**src/rtl/keyboard_ps2_pkg.sv**
```systemverilog
// Shared types and frame constants for the PS/2 keyboard receiver.
package keyboard_ps2_pkg;

   typedef enum logic {
      IDLE = 1'b0,
      RECV = 1'b1
   } RxState;

   localparam int   FRAME_BITS = 11;
   localparam logic START_BIT  = 1'b0;
   localparam logic STOP_BIT   = 1'b1;

endpackage

```
**src/rtl/keyboard_ps2_fifo.sv**
```systemverilog
// First-word fall-through scan-code FIFO; a push on a full FIFO is only
// accepted when a pop frees a slot in the same cycle.
module keyboard_ps2_fifo #(
   parameter int DEPTH = 8
) (
   input  logic                     iCLOCK,
   input  logic                     iRESET_SYNC,
   input  logic                     iPUSH,
   input  logic                     iPOP,
   input  logic [7:0]               iWR_DATA,
   output logic [7:0]               oRD_DATA,
   output logic                     oFULL,
   output logic                     oEMPTY,
   output logic [$clog2(DEPTH):0]   oCOUNT
);

   localparam int AW = $clog2(DEPTH);
   localparam logic [AW:0] FULL_COUNT = DEPTH[AW:0];

   logic [7:0]    mem [DEPTH];
   logic [AW-1:0] wrPtr;
   logic [AW-1:0] rdPtr;
   logic [AW:0]   count;
   logic          doPush;
   logic          doPop;

   assign oEMPTY   = (count == '0);
   assign oFULL    = (count == FULL_COUNT);
   assign oCOUNT   = count;
   assign doPop    = iPOP && !oEMPTY;
   assign doPush   = iPUSH && (!oFULL || doPop);
   assign oRD_DATA = oEMPTY ? 8'h00 : mem[rdPtr];

   // Pointer and occupancy bookkeeping; pointers wrap naturally since DEPTH is a power of two
   always_ff @(posedge iCLOCK) begin
      if (iRESET_SYNC) begin
         wrPtr <= '0;
         rdPtr <= '0;
         count <= '0;
      end else begin
         if (doPush) wrPtr <= wrPtr + 1'b1;
         if (doPop)  rdPtr <= rdPtr + 1'b1;
         case ({doPush, doPop})
            2'b10:   count <= count + 1'b1;
            2'b01:   count <= count - 1'b1;
            default: count <= count;
         endcase
      end
   end

   // Storage array is left unreset; empty masks its contents on the read port
   always_ff @(posedge iCLOCK) begin
      if (doPush) mem[wrPtr] <= iWR_DATA;
   end

endmodule

```
**src/rtl/keyboard_ps2_receiver.sv**
```systemverilog
// PS/2 keyboard frame receiver: detects falling edges of the PS/2 clock,
// assembles 11-bit frames, checks parity/stop, and queues good scan codes.
module keyboard_ps2_receiver
   import keyboard_ps2_pkg::*;
#(
   parameter int FIFO_DEPTH     = 8,
   parameter int TIMEOUT_CYCLES = 100000
) (
   input  logic       iCLOCK,
   input  logic       iRESET_SYNC,
   input  logic       iPS2_CLK,
   input  logic       iPS2_DATA,
   output logic       oRD_VALID,
   output logic [7:0] oRD_DATA,
   input  logic       iRD_ACK,
   output logic       oBUSY,
   output logic       oPARITY_ERR,
   output logic       oFRAME_ERR,
   output logic       oOVERFLOW
);

   localparam int TW = $clog2(TIMEOUT_CYCLES);
   localparam logic [TW-1:0] TIMEOUT_LAST = TW'(TIMEOUT_CYCLES - 1);
   localparam logic [3:0]    LAST_BIT_COUNT = 4'(FRAME_BITS - 1);

   RxState                      state;
   RxState                      stateNext;
   logic                        prevClk;
   logic                        fallEdge;
   logic [3:0]                  bitCount;
   logic [8:0]                  shiftReg;
   logic [TW-1:0]               timeoutCount;
   logic                        frameGood;
   logic                        parityBad;
   logic                        stopBad;
   logic                        timeoutHit;
   logic                        fifoFull;
   logic                        fifoEmpty;
   logic                        fifoPop;
   logic [$clog2(FIFO_DEPTH):0] fifoCount;

   assign fallEdge  = prevClk && !iPS2_CLK;
   assign oBUSY     = (state == RECV);
   assign fifoPop   = iRD_ACK && !fifoEmpty;
   assign oRD_VALID = (fifoCount != '0);

   // State register
   always_ff @(posedge iCLOCK) begin
      if (iRESET_SYNC) state <= IDLE;
      else             state <= stateNext;
   end

   // Next state and frame verdict; shiftReg holds {parity, data} when the stop bit arrives
   always_comb begin
      stateNext  = state;
      frameGood  = 1'b0;
      parityBad  = 1'b0;
      stopBad    = 1'b0;
      timeoutHit = 1'b0;
      unique case (state)
         IDLE: begin
            if (fallEdge && (iPS2_DATA == START_BIT)) stateNext = RECV;
         end
         RECV: begin
            if (fallEdge) begin
               if (bitCount == LAST_BIT_COUNT) begin
                  stateNext = IDLE;
                  if (iPS2_DATA != STOP_BIT)  stopBad   = 1'b1;
                  else if (!(^shiftReg))      parityBad = 1'b1;
                  else                        frameGood = 1'b1;
               end
            end else if (timeoutCount == TIMEOUT_LAST) begin
               stateNext  = IDLE;
               timeoutHit = 1'b1;
            end
         end
         default: stateNext = IDLE;
      endcase
   end

   // Edge history, bit shifting, bit counting and the no-edge watchdog
   always_ff @(posedge iCLOCK) begin
      if (iRESET_SYNC) begin
         prevClk      <= 1'b1;
         bitCount     <= '0;
         shiftReg     <= '0;
         timeoutCount <= '0;
      end else begin
         prevClk <= iPS2_CLK;
         if (state == IDLE) begin
            timeoutCount <= '0;
            if (fallEdge && (iPS2_DATA == START_BIT)) begin
               bitCount <= 4'd1;
               shiftReg <= '0;
            end
         end else if (fallEdge) begin
            timeoutCount <= '0;
            shiftReg     <= {iPS2_DATA, shiftReg[8:1]};
            if (bitCount == LAST_BIT_COUNT) bitCount <= '0;
            else                            bitCount <= bitCount + 1'b1;
         end else if (timeoutHit) begin
            timeoutCount <= '0;
            bitCount     <= '0;
            shiftReg     <= '0;
         end else begin
            timeoutCount <= timeoutCount + 1'b1;
         end
      end
   end

   // Registered one-cycle status pulses
   always_ff @(posedge iCLOCK) begin
      if (iRESET_SYNC) begin
         oPARITY_ERR <= 1'b0;
         oFRAME_ERR  <= 1'b0;
         oOVERFLOW   <= 1'b0;
      end else begin
         oPARITY_ERR <= parityBad;
         oFRAME_ERR  <= stopBad || timeoutHit;
         oOVERFLOW   <= frameGood && fifoFull && !iRD_ACK;
      end
   end

   keyboard_ps2_fifo #(
      .DEPTH(FIFO_DEPTH)
   ) scanFifo (
      .iCLOCK      (iCLOCK),
      .iRESET_SYNC (iRESET_SYNC),
      .iPUSH       (frameGood),
      .iPOP        (fifoPop),
      .iWR_DATA    (shiftReg[7:0]),
      .oRD_DATA    (oRD_DATA),
      .oFULL       (fifoFull),
      .oEMPTY      (fifoEmpty),
      .oCOUNT      (fifoCount)
   );

endmodule

```
**config.mk**
```make
export PLATFORM = sky130hd
export DESIGN_NAME = keyboard_ps2_receiver
export DESIGN_NICKNAME = d
export VERILOG_FILES = /design/src/rtl/keyboard_ps2_pkg.sv /design/src/rtl/keyboard_ps2_fifo.sv /design/src/rtl/keyboard_ps2_receiver.sv
export SDC_FILE = /design/constraint.sdc
export NUM_CORES = 1
export LEC_CHECK = 0
export ABC_AREA = 1
export CAP_MARGIN = 20
export CORE_MARGIN = 2
export CORE_UTILIZATION = 40
export CTS_CLUSTER_DIAMETER = 200
export DETAILED_ROUTE_END_ITERATION = 10
export PLACE_DENSITY_LB_ADDON = 0.12
export SLEW_MARGIN = 20
export SYNTH_ARGS = -nofsm -noshare
export SYNTH_HDL_FRONTEND = slang
export SYNTH_HIERARCHICAL = 1
export SYNTH_SLANG_ARGS = --single-unit
export TNS_END_PERCENT = 1
```
**constraint.sdc**
```tcl
create_clock -name iCLOCK -period 2.6 [get_ports iCLOCK]
set_input_delay 0.78 -clock iCLOCK [delete_from_list [all_inputs] [get_ports iCLOCK]]
set_output_delay 0.78 -clock iCLOCK [all_outputs]
set_load 0.02 [all_outputs]
```
Word level (Yosys, flattened, before mapping)
Memories as Yosys holds them, arrays and structs flattened. A register that Yosys moved wholly into a read port is not among the register bits. Index checks and enable logic that the tools add are counted.

Add/sub/neg operators: 6. Equality and inequality tests: 6. Muxes and demuxes: 33. Bitwise logic cells: 4. Reductions and logical operators: 21.

Operators by type and width (number): 9-bit 2-to-1 mux (4); 4-bit 2-to-1 mux (5); 1-bit 2-to-1 mux (19); 17-bit by 1-bit adder with 17-bit output (second input constant) (1); 17-bit == test (second input constant) (1); 9-bit parity (1); 4-bit by 1-bit adder with 4-bit output (second input constant) (2); 4-bit == test (second input constant) (2); 8-bit 2-to-1 mux (1); 4-bit case mux with 2 select lines (1); 1-bit logical AND (7); 3-bit by 1-bit adder with 3-bit output (second input constant) (2); 3-bit 2-to-1 mux (2); 5-bit OR reduction (1); 1-bit zero test (4); 4-bit zero test (1); 1-bit NOT (4); 2-bit nonzero test (2); 4-bit nonzero test (1); 4-bit OR reduction (1); 4-bit by 1-bit subtractor with 4-bit output (second input constant) (1); 3-bit by 1-bit != test with 1-bit output (second input constant) (1); 2-bit by 1-bit == test with 1-bit output (second input constant) (1); 2-bit == test (second input constant) (1); other kinds (3) (4).

Flip-flop bits (word level): 45. Memory bits (writable): 64. Output and inout port bits: 13. Memories: 1.

Memory list: scanFifo.mem (depth 8, bits a word 8, read ports 1, clocked after Yosys merged registers in 1, wr ports 1, RTL line keyboard_ps2_fifo.sv:20) `logic [7:0] mem [DEPTH];`.

Depth between registers and ports, before layout
Depth after elaboration: 9. Mapped depth: 18. Depth with buffers taken out: 18.

Modules after synthesis
The synthesis kept the hierarchy.

By module, submodules not included: keyboard_ps2_fifo (instances 1, cells each 285, area an instance 3258.1 um^2, seq. area each 2182.1 um^2); keyboard_ps2_receiver (instances 1, cells each 220, area an instance 1697.9 um^2, seq. area each 700.7 um^2).

Worst setup path before layout
No wires, ideal clock.

Path kind: input to register. Start: input iPS2_CLK. End: register scanFifo.count[3], in the netlist scanFifo/oCOUNT[3]. Setup time: 115 ps. Arrival: 2394 ps. Data required time: 2485 ps. Setup slack: 91 ps. Cell stages on the path: 15. Cells stage by stage: inv_2 > nand2_1 > nor2_1 > nand3_1 > nor2_1 > inv_1 > nand3_2 > inv_1 > ha_1 > a21oi_1 > nand3_1 > nand2_1 > nand3_1 > nand2_1 > nor2_1.

Longest elaborated chain between the ends: 7. Elaborated cells between the ends (all ways): 9. Classes of those cells: eq/ne: 2; mux: 3; reduce/logical: 4.

Ends and longest elaborated chain: from (decl) (RTL line keyboard_ps2_receiver.sv:11) `input logic iPS2_CLK,`; 1-bit zero test * (RTL line keyboard_ps2_receiver.sv:42) `assign fallEdge = prevClk && !iPS2_CLK;`; 1-bit logical AND * (RTL line keyboard_ps2_receiver.sv:42); 1-bit 2-to-1 mux * (RTL line keyboard_ps2_receiver.sv:65) `if (fallEdge) begin`; 1-bit 2-to-1 mux * (RTL line keyboard_ps2_receiver.sv:60) `unique case (state)`; via frameGood (RTL line keyboard_ps2_receiver.sv:33) `logic frameGood;`; 1-bit logical AND * (RTL line keyboard_ps2_fifo.sv:31) `assign doPush = iPUSH && (!oFULL || doPop);`; 2-bit by 1-bit == test with 1-bit output / 2-bit == test (equally long branches) (RTL line keyboard_ps2_fifo.sv:43) `case ({doPush, doPop})`; 4-bit case mux with 2 select lines / 2-bit nonzero test (equally long branches); to (signal assigned) (RTL line keyboard_ps2_fifo.sv:44) `2'b10: count <= count + 1'b1;`; to (signal assigned) (RTL line keyboard_ps2_fifo.sv:45) `2'b01: count <= count - 1'b1;`; to (signal assigned) (RTL line keyboard_ps2_fifo.sv:46) `default: count <= count;`; to (decl) (RTL line keyboard_ps2_fifo.sv:23) `logic [AW:0] count;`.

Mark *: on every way through the listed nets, which the timed path passes. The rest lies on a longest branch. A chain may end at the register's enable or synchronous reset.

==> metrics.yaml <==
status: "finished, final reports clean"
root_buffer: "clkbuf_16"
synth_cells: 505
antenna_left: 0
peakVddDrop_mv: 0.412
antenna_found_initial: 0
synth_top_cell_area_share: 0.388
reg2reg_depth: 13
rrSetupSlack_ns: 0.35
cp_max_fo: 13
postPlaceCellArea_sq_mm: 0.00552
post-route-min-period_ns: 2.55
dp_slack_ns: -0.426
finalSetupViolCount: 0
gr-total-overflow: 0
grt_pass1_vias: 3345
vias_per_cell: 4.81
drv_cap: 0
io_buffers: 17
p_leak_nw: 2.26
vias: 3495
multi_input_area_sq_mm: 0.00182
hold_class: "reg2reg"
drc: 0
synth.yosys.seq_area_share: 0.582
initial_utilization: 0.411
synth_ff_type: "edfxtp_1"
stdcell_area_sq_mm: 0.00588
period_share: 0.981
end_kind: "output port"
crit_path_start_kind: "flop"
whs_ns: 0.474
tightest_slew_ns: 0.545
r2r_start: "scanFifo/oCOUNT[2]"
cts_setup_buffers: 0
pin_count: 18
drt_pre_antenna_iters: 4
min_path_cells: 1
fmax_ghz: 0.392
ys_seq_elements: 112
whs_endpoint: "timeoutCount[0]"
final-seq-area_sq_mm: 0.00289
setup_ws_ns: 0.0503
cts_max_level: 3
grt_max_degree: 26
synth_area_per_cell_sq_um: 9.81
coreArea_sq_mm: 0.0121
grt_usage: 0.158
drive_gt1_frac: 0.184
ys.warnings.count: 6
die_h_um: 115
dieArea_sq_mm: 0.0133
dp_hpwl_um: 6900
synth_edf_count: 64
netlist_area_sq_mm: 0.00496
relSlewSlack: 0.636
cts-buffers-inserted: 9
gp_congestion: 0.746
worstSetupPathType: "reg2out"
fin_nets: 567
wire_per_inst_um: 14.0
hold_viol_final: 0
clk_pin_slew_ns: 0.07
synth_fp_nets: 518
synth_cell_types: 40
p_per_area_mw_per_mm2: 565
hold_buffers: 0
clockBufferDepth: 2
wirelength_um: 10200
tritoncts: "done"
nFillCells: 1124
holdCritStartpoint: "timeoutCount[0]"
clock_latency_ns: 0.34
grt_pass1_wl_um: 16300
antennaDiodeCount: 0
rsz0062_at_grt: "true"
timing.rr.end: "scanFifo/mem[5][6]"
cts.sinks: 112
required_ns: 1.82
syn_to_final_growth_pct: 18.6
skew_ns: 0.00539
drtIter0Drc: 167
synthTopCellsByArea: "edfxtp_1, dfxtp_1, nor2_1, nand2_1, o21ai_1"
critPathArrivalTime_ns: 1.77
die_width_um: 115
yosys.area.top_type: "edfxtp_1"
final_max_slew_viol_count: 0
row_count: 40
async_reset_ff_frac: 0
critical path, stage by stage, from the launching register on:
cell,delay [ns]
dfxtp_4,0.40
buf_12,0.16
clkinvlp_4,0.16
o21ai_1,0.15
o22ai_1,0.10
nor2_1,0.10
nor2_1,0.05
dlygate4sd2_1,0.31
power by group:
part / total (mW) / internal (mW) / switching, mW / leakage, nW
Clock: 1.41 / 0.780 / 0.631 / 0.153
Combinational: 0.0540 / 0.0202 / 0.0338 / 1.12
Sequential: 1.86 / 1.85 / 0.00429 / 0.986
synth_stat cells, types with 2 or more instances:
cell type and instances:
clkbuf_1 3, xnor2_1 8, dfxtp_1 48, inv_1 34, nand3_2 6, buf_2 3
o211ai_2 2, xor2_1 10, nand3b_1 3, buf_6 5, nand4_1 4, nor2_1 98
nand3_1 18, nand2_4 2, o22ai_1 8, o21ai_2 2, a21oi_2 2, nand2_2 7
o211ai_1 6, ha_1 7, inv_2 7, nor2_4 3, a21oi_1 24, edfxtp_1 64
nand2_1 70, o21ai_0 7, nor2_2 4, o21ai_1 33, nor3_1 2, buf_4 5
kinds of logic after synthesis:
family | share of synthesized area
simple gates | 0.210
flops | 0.582
compound gates | 0.0987
buf+inv | 0.0563
xor+xnor | 0.0318
fa+ha+maj | 0.0217
metrics by stage:
stage                     cells  TNS, ns   util  total power, mW
final                       727        0  0.487             3.32
after detailed placement    710    -8.62  0.458             1.95
after global routing        727   -0.162  0.487             3.44
after floorplan             505        0      -             1.93
after CTS                   726        0  0.483             3.36
after global placement      710    -6.66  0.458             1.95
what timing repair did:
item                                    4_1_cts  5_1_grt
endpoints found under the setup margin       10       10
cloned                                        0        1
endpoints found under the hold margin         0        0
pin swaps                                     1        1
resized for setup                            12       14
placed cells by master (no fill, tap or decap), types with 8 or more instances in the layout:
| cell | n |
|---|---|
| buf_4 | 33 |
| dfxtp_1 | 46 |
| edfxtp_1 | 64 |
| nand3_1 | 17 |
| o22ai_1 | 8 |
| a21oi_1 | 23 |
| nand2_1 | 70 |
| xor2_1 | 10 |
| clkdlybuf4s50_1 | 8 |
| inv_1 | 33 |
| xnor2_1 | 8 |
| o21ai_1 | 32 |
| clkbuf_16 | 10 |
| nor2_1 | 96 |
registers in the layout, summed over array words and instances, names as in the netlist, named ones only:
register / cells
scanFifo/oCOUNT: 4
oOVERFLOW: 1
oBUSY: 1
scanFifo/rdPtr: 3
prevClk: 1
shiftReg: 9
scanFifo/mem: 64
scanFifo/wrPtr: 3
oPARITY_ERR: 1
oFRAME_ERR: 1
timeoutCount: 17
bitCount: 4
layout make-up:
cell class                 count  share of cell area
sequential                   112               0.491
multi-input combinational    335               0.310
timing repair buffer          54              0.0830
clock buffer                  10              0.0407
tap                          168              0.0358
inverter                      42              0.0277
clock inverter                 6              0.0113
metal layers:
layer | GRT usage | share of wire | up-vias
met5 | 0 | 0 | -
met4 | 0.0602 | 0.019 | 0
met3 | 0.0290 | 0.032 | 13
met2 | 0.255 | 0.47 | 57
met1 | 0.212 | 0.48 | 1638
li1 | - | - | 1787
worst max path at each step:
stage	startpoint	end	slack, ns	cells after the start
after detailed placement	iPS2_CLK	scanFifo/oCOUNT[3]	-0.43	16
after global routing	flop	oRD_DATA[3]	-0.07	7
after floorplan	iPS2_CLK	scanFifo/oCOUNT[3]	0.09	15
final	flop	oRD_DATA[3]	0.05	7
after CTS	flop	oRD_DATA[7]	0.004	7
after global placement	iPS2_CLK	scanFifo/oCOUNT[3]	-0.25	16
No activity file was read; power rests on OpenSTA's default activity.
